File: src/rtl/triumph_fetch_ctrl.sv
// rtl/triumph_fetch_ctrl.sv - instruction fetch sequencer with PC, imem handshake and fetch buffer
//
// Owns the fetch PC. Issues at most one outstanding instruction-memory request at a time,
// buffers returned words with their PCs in a small FIFO, and applies EX redirects and
// ID back-pressure.
//
// Parameters:
//   BOOT_ADDR   PC after reset (word aligned)
//   FIFO_DEPTH  fetch buffer entries, power of 2, 2..8
//
// Ports:
//   clk_i, rst_i                   clock, synchronous active-high reset
//   fetch_en_i                     allow new requests
//   instr_req_o/instr_addr_o       memory request and word address (registered)
//   instr_gnt_i                    request accepted this cycle
//   instr_rvalid_i/instr_rdata_i   read response
//   redirect_i/redirect_addr_i     flush pulse and restart target
//   id_ready_i                     ID consumes the head entry
//   instr_valid_id_o/_data_/_pc_   head of fetch buffer
//   misalign_err_o                 misaligned redirect pulse
//
// Build option TRIUMPH_FETCH_MISALIGN_EN: a misaligned redirect pulses misalign_err_o and
// parks the fetcher in HALT until an aligned redirect. Without it the low two redirect
// address bits are ignored and misalign_err_o stays 0.

module triumph_fetch_ctrl #(
  parameter logic [31:0] BOOT_ADDR  = 32'h0000_0000,
  parameter int          FIFO_DEPTH = 2
) (
  input  logic        clk_i,
  input  logic        rst_i,
  input  logic        fetch_en_i,
  output logic        instr_req_o,
  output logic [31:0] instr_addr_o,
  input  logic        instr_gnt_i,
  input  logic        instr_rvalid_i,
  input  logic [31:0] instr_rdata_i,
  input  logic        redirect_i,
  input  logic [31:0] redirect_addr_i,
  input  logic        id_ready_i,
  output logic        instr_valid_id_o,
  output logic [31:0] instr_data_id_o,
  output logic [31:0] instr_pc_id_o,
  output logic        misalign_err_o
);

  localparam int PW = $clog2(FIFO_DEPTH);
  localparam int CW = PW + 1;

`ifdef TRIUMPH_FETCH_MISALIGN_EN
  typedef enum logic [1:0] {S_IDLE, S_REQ, S_WAIT, S_HALT} state_e;
`else
  typedef enum logic [1:0] {S_IDLE, S_REQ, S_WAIT} state_e;
`endif

  state_e        state_q;
  logic [31:0]   pc_q;
  logic [31:0]   req_pc_q;
  logic [31:0]   addr_q;
  logic          req_q;
  logic          squash_q;
  logic          mis_q;
  logic [31:0]   data_mem_q [FIFO_DEPTH];
  logic [31:0]   pc_mem_q   [FIFO_DEPTH];
  logic [PW-1:0] rptr_q;
  logic [PW-1:0] wptr_q;
  logic [CW-1:0] cnt_q;
`ifdef TRIUMPH_FETCH_MISALIGN_EN
  logic          halt_q;
`endif

  logic [31:0]   redir_pc;
  logic [31:0]   pc_now;
  logic          redir_mis;
  logic          halt_d;
  logic          push;
  logic          pop;
  logic [CW-1:0] cnt_after;
  logic          can_fetch_idle;
  logic          can_fetch_wait;
  state_e        park_state;

  always_comb begin
    redir_pc = {redirect_addr_i[31:2], 2'b00};
    // Address the next request would use if launched this cycle.
    pc_now   = redirect_i ? redir_pc : pc_q;
`ifdef TRIUMPH_FETCH_MISALIGN_EN
    redir_mis  = redirect_i && (redirect_addr_i[1:0] != 2'b00);
    halt_d     = redirect_i ? redir_mis : halt_q;
    park_state = halt_d ? S_HALT : S_IDLE;
`else
    // Low address bits carry no meaning in this build.
    redir_mis  = redirect_i & |(redirect_addr_i[1:0] & 2'b00);
    halt_d     = 1'b0;
    park_state = S_IDLE;
`endif
    // Redirect flushes the buffer, so it suppresses both push and pop.
    push = (state_q == S_WAIT) && instr_rvalid_i && !squash_q && !redirect_i;
    pop  = (cnt_q != '0) && id_ready_i && !redirect_i;
    cnt_after = redirect_i ? '0 : (cnt_q + CW'(push) - CW'(pop));
    can_fetch_idle = fetch_en_i && !halt_d && (cnt_q < CW'(FIFO_DEPTH));
    can_fetch_wait = fetch_en_i && !halt_d && (cnt_after < CW'(FIFO_DEPTH));
  end

  always_ff @(posedge clk_i) begin
    if (rst_i) begin
      state_q  <= S_IDLE;
      pc_q     <= BOOT_ADDR;
      req_pc_q <= '0;
      addr_q   <= BOOT_ADDR;
      req_q    <= 1'b0;
      squash_q <= 1'b0;
      mis_q    <= 1'b0;
      rptr_q   <= '0;
      wptr_q   <= '0;
      cnt_q    <= '0;
      for (int i = 0; i < FIFO_DEPTH; i++) begin
        data_mem_q[i] <= '0;
        pc_mem_q[i]   <= '0;
      end
`ifdef TRIUMPH_FETCH_MISALIGN_EN
      halt_q   <= 1'b0;
`endif
    end else begin
      mis_q <= redir_mis;
`ifdef TRIUMPH_FETCH_MISALIGN_EN
      halt_q <= halt_d;
`endif

      // Fetch buffer
      if (redirect_i) begin
        rptr_q <= '0;
        wptr_q <= '0;
      end else begin
        if (push) begin
          data_mem_q[wptr_q] <= instr_rdata_i;
          pc_mem_q[wptr_q]   <= req_pc_q;
          wptr_q             <= wptr_q + PW'(1);
        end
        if (pop) begin
          rptr_q <= rptr_q + PW'(1);
        end
      end
      cnt_q <= cnt_after;

      if (redirect_i) begin
        pc_q <= redir_pc;
      end

      case (state_q)
        S_REQ: begin
          // Request and address stay put until granted, even across a redirect.
          if (instr_gnt_i) begin
            req_q    <= 1'b0;
            req_pc_q <= addr_q;
            state_q  <= S_WAIT;
            // While squashing, pc_q already holds the redirect target.
            if (!redirect_i && !squash_q) begin
              pc_q <= pc_q + 32'd4;
            end
          end
          if (redirect_i) begin
            squash_q <= 1'b1;
          end
        end
        S_WAIT: begin
          if (instr_rvalid_i) begin
            squash_q <= 1'b0;
            if (can_fetch_wait) begin
              state_q <= S_REQ;
              req_q   <= 1'b1;
              addr_q  <= pc_now;
            end else begin
              state_q <= park_state;
            end
          end else if (redirect_i) begin
            squash_q <= 1'b1;
          end
        end
        default: begin
          // IDLE (and HALT): nothing outstanding.
          if (can_fetch_idle) begin
            state_q <= S_REQ;
            req_q   <= 1'b1;
            addr_q  <= pc_now;
          end else begin
            state_q <= park_state;
          end
        end
      endcase
    end
  end

  assign instr_req_o      = req_q;
  assign instr_addr_o     = addr_q;
  assign instr_valid_id_o = (cnt_q != '0);
  assign instr_data_id_o  = data_mem_q[rptr_q];
  assign instr_pc_id_o    = pc_mem_q[rptr_q];
  assign misalign_err_o   = mis_q;

endmodule

File: config.mk
export PLATFORM = sky130hd
export DESIGN_NAME = triumph_fetch_ctrl
export DESIGN_NICKNAME = d
export VERILOG_FILES = /design/src/rtl/triumph_fetch_ctrl.sv
export SDC_FILE = /design/constraint.sdc
export NUM_CORES = 1
export LEC_CHECK = 0
export BUFFER_PORTS_ARGS = -buffer_cell sky130_fd_sc_hd__buf_2
export CORE_ASPECT_RATIO = 0.7
export CORE_MARGIN = 5
export CORE_UTILIZATION = 62
export CTS_BUF_LIST = sky130_fd_sc_hd__clkbuf_8
export DETAILED_ROUTE_END_ITERATION = 16
export HOLD_SLACK_MARGIN = 0.12
export PLACE_DENSITY_LB_ADDON = 0.2
export SYNTH_ARGS = -nofsm -noshare
export SYNTH_HDL_FRONTEND = slang
export SYNTH_SLANG_ARGS = --single-unit
export TNS_END_PERCENT = 10
File: constraint.sdc
create_clock -name clk_i -period 14.2 [get_ports clk_i]
set_clock_uncertainty 0.1 [all_clocks]
set_input_delay 3.55 -clock clk_i [delete_from_list [all_inputs] [get_ports clk_i]]
set_output_delay 3.55 -clock clk_i [all_outputs]
set_load 0.005 [all_outputs]
# [Word-level counts from Yosys, hierarchy flattened]
# Memories as Yosys holds them, arrays and structs flattened. A register that Yosys moved wholly into a read port is not among the register bits.
# Index checks and enable logic that the tools add are counted.
[word_totals] ramBits=128 inputBits=71 n_memories=2 out_inout_bits=99 register_bits=104 wordCells=83
[memory_table] name="data_mem_q" words=2 width=32 read_ports=1 rd_ports_with_merged_regs=1 wr=2 line="63" rtl="logic [31:0] data_mem_q [FIFO_DEPTH];"
[memory_table] name="pc_mem_q" words=2 width=32 read_ports=1 rd_ports_with_merged_regs=1 wr=2 line="64" rtl="logic [31:0] pc_mem_q [FIFO_DEPTH];"
[op_classes] add_sub_neg=5 eq_ne=5 muxes=38 n_bitwise=1 order_cmp=2 n_reduce_logical=21
[op_table] op="$mux W32" n=9
[op_table] op="$pmux W32 S2" n=1
[op_table] op="$reduce_or A32 Y1" n=2
[op_table] op="$add A32 B3 Y32 const B" n=1
[op_table] op="$mux W1" n=22
[op_table] op="$logic_and A1 B1 Y1" n=8
[op_table] op="$reduce_and A4 Y1" n=2
[op_table] op="$mux W2" n=3
[op_table] op="$ne A2 B2 Y1 const B" n=3
[op_table] op="$reduce_bool A2 Y1" n=3
[op_table] op="$lt A2 B2 Y1 const B" n=2
[op_table] op="$pmux W1 S2" n=2
[op_table] op="$pmux W2 S2" n=1
[op_table] op="$reduce_and A2 Y1" n=2
[op_table] op="$reduce_bool A3 Y1" n=1
[op_table] op="$add A1 B1 Y1 const B" n=2
[op_table] op="$add A2 B1 Y2" n=1
[op_table] op="$eq A2 B1 Y1 const B" n=1
[op_table] op="$eq A2 B2 Y1 const B" n=1
[op_table] op="$logic_not A1 Y1" n=2
[op_table] op="$reduce_or A2 Y1" n=1
[op_table] op="$sub A2 B1 Y2" n=1
[op_table] op="$not A1 Y1" n=1

# [Depth between registers and ports, before layout]
# Gate-level depths: netlist of the first run.
[depth] word_depth=12 ltp_mapped=14 depth_no_buf=13

# [Worst setup path after synthesis of the first run]
# No wires, ideal clock.
[synth_path] kind="input to register" startpoint="in redirect_i" endpoint="mem data_mem_q[0][0], enable pin" slack_ns=4.961 setup_ns=0.574 t_arrival_ns=8.565 path_buffers=1 required_time_ns=13.526 cell_stages=4 path_cell_list="buf_2 -> nor3_2 -> inv_1 -> o21ai_0"
[synth_rtl] item="from (decl)" line="38" rtl="input logic redirect_i,"
[synth_rtl] item="to (decl)" line="63"

# [Worst setup path in the final report of the first run]
[layout_path] startpoint="in redirect_i" endpoint="reg addr_q[15], in the netlist instr_addr_o[15]"
[layout_via] elab_chain_cells=9 elab_cells_between_ends=15 classes_between="add/sub (2); order compare (1); eq/ne (1); mux (6); reduce/logical (5)"
[layout_rtl] item="$logic_not A1 Y1" line="98, 99"
[layout_rtl] item="$logic_and A1 B1 Y1" line="98" rtl="push = (state_q == S_WAIT) && instr_rvalid_i && !squash_q && !redirect_i;"
[layout_rtl] item="$add A2 B1 Y2" line="100" rtl="cnt_after = redirect_i ? '0 : (cnt_q + CW'(push) - CW'(pop));"
[layout_rtl] item="$sub A2 B1 Y2" line="100"
[layout_rtl] item="$mux W2" line="100"
[layout_rtl] item="$lt A2 B2 Y1" line="102" rtl="can_fetch_wait = fetch_en_i && !halt_d && (cnt_after < CW'(FIFO_DEPTH));"
[layout_rtl] item="$logic_and A1 B1 Y1" line="102"
[layout_rtl] item="$ne A2 B2 Y1 (no source line)"
[layout_rtl] item="$reduce_and A4 Y1 (no source line)"
[layout_rtl] item="to (signal assigned)" line="172" rtl="addr_q <= pc_now;"
[layout_rtl] item="to (signal assigned)" line="185" rtl="addr_q <= pc_now;"
[layout_rtl] item="to (decl)" line="59" rtl="logic [31:0] addr_q;"
# Several ways; a longest one is shown, not always the timed one. The select of a mux whose other input is x is not followed.
# A chain may end at the register's enable or synchronous reset.

==> results.md, run 1 <==
* Final hold violations at 0
* Crit-path max FO at 59
* Yosys warnings at 0
* DP Wirelength at 14,250 um
* Pwr Total at 1.393 mW
* Fmax at 153.2 MHz
* Vert. Die Dim at 117.4 um
* Multiplexer share of the synthesized area at 10.23%
* Core box area at 16,250 um2
* IO Pins at 170
* Post-DR wirelength/cell at 16.76 um
* Post-route ant nets at 0
* DP Area at 11,200 um2
* Final Instance Count excl. Fillers at 1,309
* Setup Total Neg Slack at 0 ps
* WHS at 355.0 ps
* Fin worst setup slack at 7671 ps
* Seq cells post-synth at 233
* Post_cts resized at 0
* Slew margin rel. at 29.98%
* # hold bufs at CTS at 0
* Sequential cell area fraction in the yosys report at 58.21%
* Combinational family with the most area after synthesis: simple AND/OR/NAND/NOR gates
* Share of layout cells above drive strength 1 at 28.04%
* Max clock buf depth at 3
* First-pass GRT wire length at 35,740 um
* Routed vias at 7,108
* Top_reg_cell synth: edfxtp_1
* Initial DRC count at 464
* Critical-path cell list: buf_2, buf_4, nor3_2, inv_1, ha_1, inv_1, ha_1, xor2_1, o21ai_1, a211oi_4, buf_4, mux2i_1, nor2_1
* CP Class: in -> reg
* Largest net degree at the start of global routing at 95
* Synth top area cells: edfxtp_1 (38%), dfxtp_1 (21%), and2_1 (8.1%), mux2_2 (7.4%), nand2_1 (3.7%)
* Total of max-cap violations at 0
* Antenna cells at 0
* Final Max Tran Viols at 0
* Total Wirelength at 21,940 um
* RSZ-0062 raised after global routing: no
* Clock sink total at 233
* Worst-path clk slew at 60 ps
* Syn_area_per_cell at 11.29 um2
* Post-synthesis cell area at 10,210 um2
* Root Driver: clkbuf_8
* DRC at 0
* EDFF count, synth at 128
* Clock network power share at 35.6%
* Die ar. at 19,180 um2
* Num rows at 39
* Synth area leader: edfxtp_1
* Clk Latency, worst-skew pair at 490 ps
* Vias per cell at 5.430
* Distinct cells, synth at 47
* Syn Inst Count at 905
* Net count after synthesis at 982
* Min Clock Period, post-route at 6529 ps
* Initial Utilization at 62.86%
* Slowest stage cell, crit path: buf_4
* Combinational Power Share at 9.2%
* Min-Delay Path Class: reg -> reg
* Post-Synth Simple-Gate Area at 18.72%
* Top post-synthesis cells by count: and2_1 (133), edfxtp_1 (128), dfxtp_1 (105), nand2_1 (101), mux2_2 (67)
* Crit-path max cell delay at 560 ps
* Worst EP required at 14,430 ps
* Layout Utilization at 72.79%
* Peak VDD IR at 0.0001022 V
* Total power divided by cell area at 117.8 nW/um2
* Synth Area in Adders at 0.7350%
* Synth Area in Compound Gates at 7.289%
* CP Capture Type: flop
* Ys async rst share at 0%
* H-Tree Depth at 2
* Leakage at 4.825 nW
* Post-route clock period utilization at 45.98%
* Startpoint Class: primary input
* Worst EP arrival at 6760 ps
* Vias in the first global route at 7,147
* DR pass1 iterations at 4
* Pre-CTS WS at 7203 ps
* CTS tree: yes
* Initial antenna violation count at 1
* Slew @ Worst Pin at 1050 ps
* Pint at 1.056 mW
* Final setup violating endpoints at 0
* Placed Cells at 1,249
* Chip Width at 163.4 um
* Area delta synth->final at 15.80%
* Post-CTS Setup Inserts at 0
* Routability cong. at 0.8510
* CTS Buf Count at 35
* Top-area cell type share of the netlist area at 37.63%
* Switch share at 24.19%
* Total GRT Usage at 22.85%
* Seq pwr share at 55.1%
* I/O Buffers at 166
* Total net switching power at 0.3371 mW
* Gr ovfl total at 0
* Synth Area in XOR/XNOR at 1.887%
* Top-count cell post-synth: and2_1
* Fin nets at 1,138
* Final instance area at 11,830 um2
* Status: finished clean
## area by class of cell
class | count | area (um2)
well taps | 225 | 281.5
flip-flops and latches | 233 | 5947
inverters | 15 | 56.30
clock inverters | 23 | 120.1
fillers | 1220 | 4422
clock buffers | 37 | 509.2
multi-input cells | 599 | 4000
repair buffers | 177 | 913.4
## critical path: cells and delay by family
family	cells	cell delay, ps
buffers and inverters	5	1440
AO/OA/AOI/OAI	2	540
adder cells (fa/ha/maj)	2	420
XOR/XNOR	1	270
multiplexers	1	250
AND/OR/NAND/NOR	2	180
## power groups by stage
| stage | Sequential (mW) | Clock [mW] | Combinational [mW] |
|---|---|---|---|
| 3_3_place_gp | 0.781 | 0 | 0.126 |
| 6_report | 0.768 | 0.497 | 0.128 |
| 3_5_place_dp | 0.783 | 0 | 0.129 |
| 4_1_cts | 0.768 | 0.510 | 0.130 |
| 5_1_grt | 0.772 | 0.543 | 0.143 |
| 2_1_floorplan | 0.779 | 0 | 0.0781 |
## registers in the layout, summed over array words and instances, names as in the netlist, 2 cells and up, named ones only
signal,flops
data_mem_q,64
cnt_q,2
req_pc_q,32
pc_mem_q,64
state_q,2
pc_q,32
instr_addr_o,32
## cell usage in the layout, fill, tap and decap left out, types with 2 or more instances in the layout
cell type  synthesis  layout
a211oi_1          33      33
a21boi_0           2       2
a21oi_1           52      52
a311oi_1           4       4
a31oi_1            3       3
and2_1           133     133
and3_1             7       7
and4_2             2       2
buf_2              5     166
buf_4              4      11
clkbuf_8           0      37
clkinv_1           0       4
clkinv_2           0       3
dfxtp_1          105     104
edfxtp_1         128     128
ha_1               6       6
inv_1             15      29
mux2_2            67      67
mux2i_1           29      29
nand2_1          101     100
nand3_1            6       6
nand3b_1           5       5
nand4_1            9       9
nand4_4            2       2
nor2_1            61      60
nor3_1             9       9
nor3_2             3       2
nor4_1             8       8
nor4_2             2       2
nor4bb_1           2       2
o21a_1             7       7
o21ai_0           10       9
xnor2_1           11      11
xor2_1            11      11
## logic make-up after synthesis
logic type / after synthesis
mux: 96
flops: 233
compound gates: 117
fa+ha+maj: 6
simple gates: 357
xor+xnor: 22
buf+inv: 73
other cells: 1
## worst paths after layout
path                       to       start  slack (ps)  cells past startpoint
min                   pc_q[1]     pc_q[1]         350                      1
min reg2reg           pc_q[1]     pc_q[1]         350                      1
max reg2reg  instr_addr_o[15]  state_q[0]       10550                     14
max          instr_addr_o[15]  redirect_i        7670                     13
## per-layer routing
layer,track usage [%],share of wire (%),up-vias
met5,0,0.059,-
met4,5.343,1.7,2
met3,6.452,7.3,35
met2,36.61,47,198
met1,31.15,44,3378
li1,-,-,3495
(Power assumes the default switching activity.)
==> inputs of run 2 (changes only) <==
CORE_UTILIZATION = 53   (was 62)
clock period = 5.7 ns   (was 14.2 ns; I/O delays follow)
==> run 2 against run 1 <==
Against the previous run: sequential share of layout area fell by 0.37 points; via count fell by 1.0%; die area rose by 16%; largest power group unchanged.
==> results.md, run 2 (synthesis results as in run 1) <==
* Status: finished clean
* Post_cts resized at 0 (unchanged)
* DRC at 0 (unchanged)
* Total net switching power at 0.8643 mW (+160%)
* Root Driver: clkbuf_8
* Core box area at 18,920 um2 (+16%)
* Initial antenna violation count at 0 (-1)
* Fmax at 252.1 MHz
* Setup Total Neg Slack at 0 ps (unchanged)
* Final Instance Count excl. Fillers at 1,334 (+1.9%)
* Biggest regs: data_mem_q: 64 flops, pc_mem_q: 64 flops
* DP Wirelength at 14,880 um (+4.4%)
* Min Clock Period, post-route at 3966 ps
* Routability cong. at 0.8754 (+2.9%)
* Clk Latency, worst-skew pair at 500 ps (about the same)
* Fill cells at 1,566 (+28%)
* Slew margin rel. at 31.42% (+1.4 points)
* Slowest stage cell, crit path: dfxtp_2
* Leakage at 4.886 nW (+1.3%)
* Fin nets at 1,141 (+0.26%)
* Chip Width at 175.9 um (+7.7%)
* Initial Utilization at 53.99% (-8.9 points)
* H-Tree Depth at 2 (unchanged)
* Worst EP arrival at 2440 ps (-4320 ps)
* Vert. Die Dim at 126.1 um (+7.5%)
* RSZ-0062 raised after global routing: no
* Pint at 2.674 mW (+150%)
* Seq pwr share at 54.2% (-0.9 points)
* Most common cell after layout, fill and taps aside: buf_2
* Antenna cells at 0 (unchanged)
* Placed Cells at 1,267 (+1.4%)
* Post-route clock period utilization at 69.58%
* Worst-path clk slew at 60 ps (about the same)
* Total GRT Usage at 20.03% (-2.8 points)
* Routed vias at 7,035 (-1.0%)
* CTS tree: yes
* Clock network power share at 36.8% (+1.2 points)
* Total of max-cap violations at 0 (unchanged)
* Clock sink total at 233 (unchanged)
* I/O Buffers at 166 (unchanged)
* CP Class: reg -> out
* Vias per cell at 5.274 (-2.9%)
* Worst reg-to-reg setup slack at 2080 ps (-8470 ps)
* Most frequent cells in the layout: buf_2 (166), and2_1 (133), edfxtp_1 (128), dfxtp_1 (104), nand2_1 (100)
* First-pass GRT wire length at 36,080 um (+0.95%)
* Post-DR wirelength/cell at 17.19 um (+2.6%)
* Final setup violating endpoints at 0 (unchanged)
* Max clock buf depth at 3 (unchanged)
* Total Wirelength at 22,940 um (+4.5%)
* IO Pins at 170 (unchanged)
* Combinational Power Share at 9.0% (-0.2 points)
* Critical-path cell list: buf_4, mux2_2, buf_2
* Startpoint Class: flop
* # hold bufs at CTS at 0 (unchanged)
* Min-Delay Path Class: reg -> reg
* CP Capture Type: primary output
* Share of layout cells above drive strength 1 at 28.30% (+0.25 points)
* Final Max Tran Viols at 0 (unchanged)
* Slew @ Worst Pin at 1029 ps (-21.49 ps)
* Num rows at 42 (+7.7%)
* Gr ovfl total at 0 (unchanged)
* Worst EP required at 4180 ps (-10,250 ps)
* Peak VDD IR at 0.0001966 V (+92%)
* Vias in the first global route at 6,776 (-5.2%)
* Final hold violations at 0 (unchanged)
* CTS Buf Count at 37 (+5.7%)
* Crit-path max FO at 38 (-36%)
* Post-route ant nets at 0 (unchanged)
* DR pass1 iterations at 5 (+1)
* Switch share at 24.43% (+0.24 points)
* Largest net degree at the start of global routing at 94 (-1.1%)
* Total power divided by cell area at 296.9 nW/um2 (+150%)
* Initial DRC count at 415 (-11%)
* Post-CTS Setup Inserts at 0 (unchanged)
* Crit-path max cell delay at 780 ps (+220 ps)
* Area delta synth->final at 16.66%
* Die ar. at 22,190 um2 (+16%)
==> run 2: metrics by stage <==
step           area [um2]  hold WS, ps  setup slack [ps]  total power, mW  util (%)
2_1_floorplan       10210        328.3             315.3            2.132         -
3_3_place_gp        11230        346.4              1390            2.268     59.35
3_5_place_dp        11230        341.8              1232            2.275     59.35
4_1_cts             11920        357.5              1663            3.583     62.98
5_1_grt             11920        367.3              1494            3.705     62.98
6_report            11920        357.6              1734            3.538     62.98
==> run 2: critical path: cells and delay by family (launching register included) <==
kind | cells | cell delay [ps]
buffers and inverters | 2 | 710
DFF | 1 | 780
muxes | 1 | 420
==> run 2: final timing paths <==
check | startpoint | endpoint | depth (start not counted)
min reg2reg | req_pc_q[4] | req_pc_q[4] | 2
max reg2reg | state_q[0] | instr_addr_o[15] | 14
max | flop | instr_pc_id_o[12] | 3
min | req_pc_q[4] | req_pc_q[4] | 2
==> run 2: area by class of cell <==
cell class	instances	area, um2	area share (%)
Timing Repair Buffer	178	920.9	7.729
Clock buffer	43	591.8	4.967
Multi-Input combinational cell	599	4000	33.57
Inverter	15	56.30	0.4725
Clock inverter	24	96.34	0.8086
Tap cell	242	302.8	2.541
Sequential cell	233	5947	49.91
==> run 2: power groups by stage <==
stage                     Sequential [mW]  Combinational, mW  Clock, mW
final                                1.92              0.320       1.30
after global routing                 1.93              0.359       1.42
after CTS                            1.92              0.325       1.34
after detailed placement             1.95              0.324          0
after global placement               1.95              0.319          0
after floorplan                      1.94              0.195          0
==> run 2: metal layers <==
layer	part of all wire (%)	global-route usage [%]	vias to the layer above	wire length, um
met4	1.1	3.941	0	255
met5	0	0	-	0
met3	7.5	5.123	23	1716
li1	-	-	3504	-
met1	46	28.83	3295	10660
met2	45	31.10	213	10300
==> inputs of run 3 (changes only) <==
ABC_AREA = 1   (was default)
clock period = 3.45 ns   (was 5.7 ns; I/O delays follow)
==> run 3 against run 2 <==
Against the previous run: setup slack worse by 1300 ps; via count grew 16%; core utilization shrank 0.53 points; sequential cell count unchanged; worst hold slack worse by 8.6 ps; non-clock buffer count up 11; count of clock-buffer cells in the layout decreased by 2; area after synthesis up 7.7%.
==> results.md, run 3 <==
* Worst-path clk slew at 60 ps (about the same)
* Final instance area at 12,860 um2 (+7.9%)
* Peak VDD IR at 0.0003191 V (+62%)
* Fin worst setup slack at 392.5 ps (-1342 ps)
* Setup Total Neg Slack at 0 ps (unchanged)
* Slew margin rel. at 53.76% (+22 points)
* Distinct cells, synth at 34 (-28%)
* Antenna cells at 0 (unchanged)
* Worst Path Buf+Inv at 2 (unchanged)
* DP Area at 12,130 um2 (+8.0%)
* Initial Utilization at 53.40% (-0.59 points)
* Pre-CTS WS at 279.7 ps (-951.9 ps)
* Synth Area in XOR/XNOR at 1.115% (-0.77 points)
* Final Max Tran Viols at 0 (unchanged)
* Initial DRC count at 436 (+5.1%)
* EDFF count, synth at 128 (unchanged)
* Pwr Total at 6.866 mW (+94%)
* WHS at 349.0 ps (-8.575 ps)
* Area delta synth->final at 16.95%
* FF/Latch Area at 5947 um2 (unchanged)
* Share of layout cells above drive strength 1 at 28.46% (+0.17 points)
* Seq cells post-synth at 233 (unchanged)
* Startpoint Class: flop
* Most common cell after layout, fill and taps aside: nor2_1
* Synth Area in Compound Gates at 8.034% (+0.74 points)
* Initial antenna violation count at 0 (unchanged)
* Fin nets at 1,392 (+22%)
* Syn Inst Count at 1,150 (+27%)
* Root Driver: clkbuf_8
* Top-area cell type share of the netlist area at 34.96% (-2.7 points)
* First-pass GRT wire length at 40,540 um (+12%)
* Net count after synthesis at 1,227 (+25%)
* Post-DR wirelength/cell at 15.76 um (-8.3%)
* Post-CTS Setup Inserts at 0 (unchanged)
* Crit-path max cell delay at 760 ps (-20 ps)
* Biggest regs: data_mem_q: 64 flops, pc_mem_q: 64 flops
* Syn_area_per_cell at 9.561 um2 (-15%)
* Total power divided by cell area at 533.9 nW/um2 (+80%)
* Sequential cell area fraction in the yosys report at 54.07% (-4.1 points)
* Synth Area in Adders at 0.6827% (-0.052 points)
* Vias per cell at 5.040 (-4.4%)
* Layout Utilization at 62.46% (-0.53 points)
* Delay-heaviest family, CP: flip-flops
* Synth top area cells: edfxtp_1 (35%), dfxtp_1 (19%), mux2_2 (6.6%), nor2_1 (5.9%), nand2_1 (5.7%)
* Crit-path max FO at 25 (-34%)
* Placed Cells at 1,552 (+22%)
* Total GRT Usage at 21.22% (+1.2 points)
* RSZ-0062 raised after global routing: no
* Combinational family with the most area after synthesis: simple AND/OR/NAND/NOR gates
* Slew @ Worst Pin at 693.5 ps (-335.2 ps)
* Post-synthesis cell area at 11,000 um2 (+7.7%)
* Multi-input gate area at 4280 um2 (+7.0%)
* CP Class: reg -> out
* Critical-path cell list: buf_12, mux2_2, buf_2
* Status: finished clean
* Slowest stage cell, crit path: dfxtp_2
* CP Capture Type: primary output
* Routed vias at 8,154 (+16%)
* Multiplexer share of the synthesized area at 8.011% (-2.2 points)
* Post-route clock period utilization at 88.62%
* Final setup violating endpoints at 0 (unchanged)
* Worst EP arrival at 2090 ps (-350 ps)
* DP Wirelength at 17,500 um (+18%)
* I/O Buffers at 166 (unchanged)
* Clock sink total at 233 (unchanged)
* Max clock buf depth at 3 (unchanged)
* Leakage at 5.365 nW (+9.8%)
* Most frequent cells in the layout: nor2_1 (173), buf_2 (166), nand2_1 (162), edfxtp_1 (128), inv_1 (122)
* Post_cts resized at 0 (unchanged)
* Post-Synth Simple-Gate Area at 20.65% (+1.9 points)
* Top-count cell post-synth: nor2_1
* DRC at 0 (unchanged)
* Min Clock Period, post-route at 3057 ps
* Core box area at 20,590 um2 (+8.8%)
* Fill cells at 1,791 (+14%)
* CTS Buf Count at 37 (unchanged)
* Post-route ant nets at 0 (unchanged)
* Vert. Die Dim at 130.5 um (+3.5%)
* Final Instance Count excl. Fillers at 1,618 (+21%)
* Top post-synthesis cells by count: nor2_1 (173), nand2_1 (166), edfxtp_1 (128), inv_1 (112), dfxtp_1 (105)
* Largest net degree at the start of global routing at 69 (-27%)
* Total Wirelength at 25,510 um (+11%)
* Num rows at 44 (+4.8%)
* Gr ovfl total at 0 (unchanged)
* Min-Delay Path Class: reg -> reg
* Worst EP required at 2490 ps (-1690 ps)
* IO Pins at 170 (unchanged)
* Clk Latency, worst-skew pair at 530 ps (+30 ps)
* DR pass1 iterations at 7 (+2)
* Routability cong. at 0.9577 (+9.4%)
* CTS tree: yes
* Synth area leader: edfxtp_1
* Top_reg_cell synth: edfxtp_1
* Final hold violations at 0 (unchanged)
* H-Tree Depth at 2 (unchanged)
* Yosys warnings at 0 (unchanged)
* Chip Width at 182.2 um (+3.5%)
* # hold bufs at CTS at 0 (unchanged)
* Fmax at 327.1 MHz
* Vias in the first global route at 7,758 (+14%)
* Die ar. at 23,770 um2 (+7.1%)
* Ys async rst share at 0% (unchanged)
* Total of max-cap violations at 0 (unchanged)
-- run 3: logic make-up after synthesis --
group | after synthesis
flops | 233
other cells | 1
simple gates | 462
xor+xnor | 14
mux | 80
fa+ha+maj | 6
compound gates | 174
buf+inv | 180
-- run 3: worst paths after layout --
check | startpoint | endpoint | cells past startpoint | slack, ps
worst max-delay path | flop | instr_pc_id_o[21] | 3 | 390
worst min-delay path | pc_q[1] | pc_q[1] | 2 | 350
worst max register to register | state_q[0] | instr_addr_o[23] | 17 | 660
worst min register to register | pc_q[1] | pc_q[1] | 2 | 350
-- run 3: per-layer routing --
metal,GRT usage [%],part of all wire [%],up-vias
met2,33.60,44,221
li1,-,-,4119
met1,30.11,47,3776
met3,4.898,6.7,38
met4,4.985,1.7,0
met5,0,0,-
-- run 3: final cells by class --
| cell class | count | area share [%] |
|---|---|---|
| Multi-Input combinational cell | 737 | 33.28 |
| Tap cell | 276 | 2.685 |
| Sequential cell | 233 | 46.24 |
| Timing Repair Buffer | 189 | 8.679 |
| Clock buffer | 41 | 4.388 |
| Clock inverter | 25 | 1.284 |
| Inverter | 117 | 3.435 |
-- run 3: power by group --
group          internal [mW]  switching [mW]  total, mW
Sequential              3.20           0.187       3.38
Clock                   1.25            1.09       2.34
Combinational          0.438           0.707       1.15
Total                   4.89            1.98       6.87
-- run 3: worst reg2reg max path, delay by kind of cell, from the launching register on --
kind	cells	cell delay [ps]
flops	1	340
simple gates	9	1010
fa+ha+maj	3	720
buf+inv	5	510
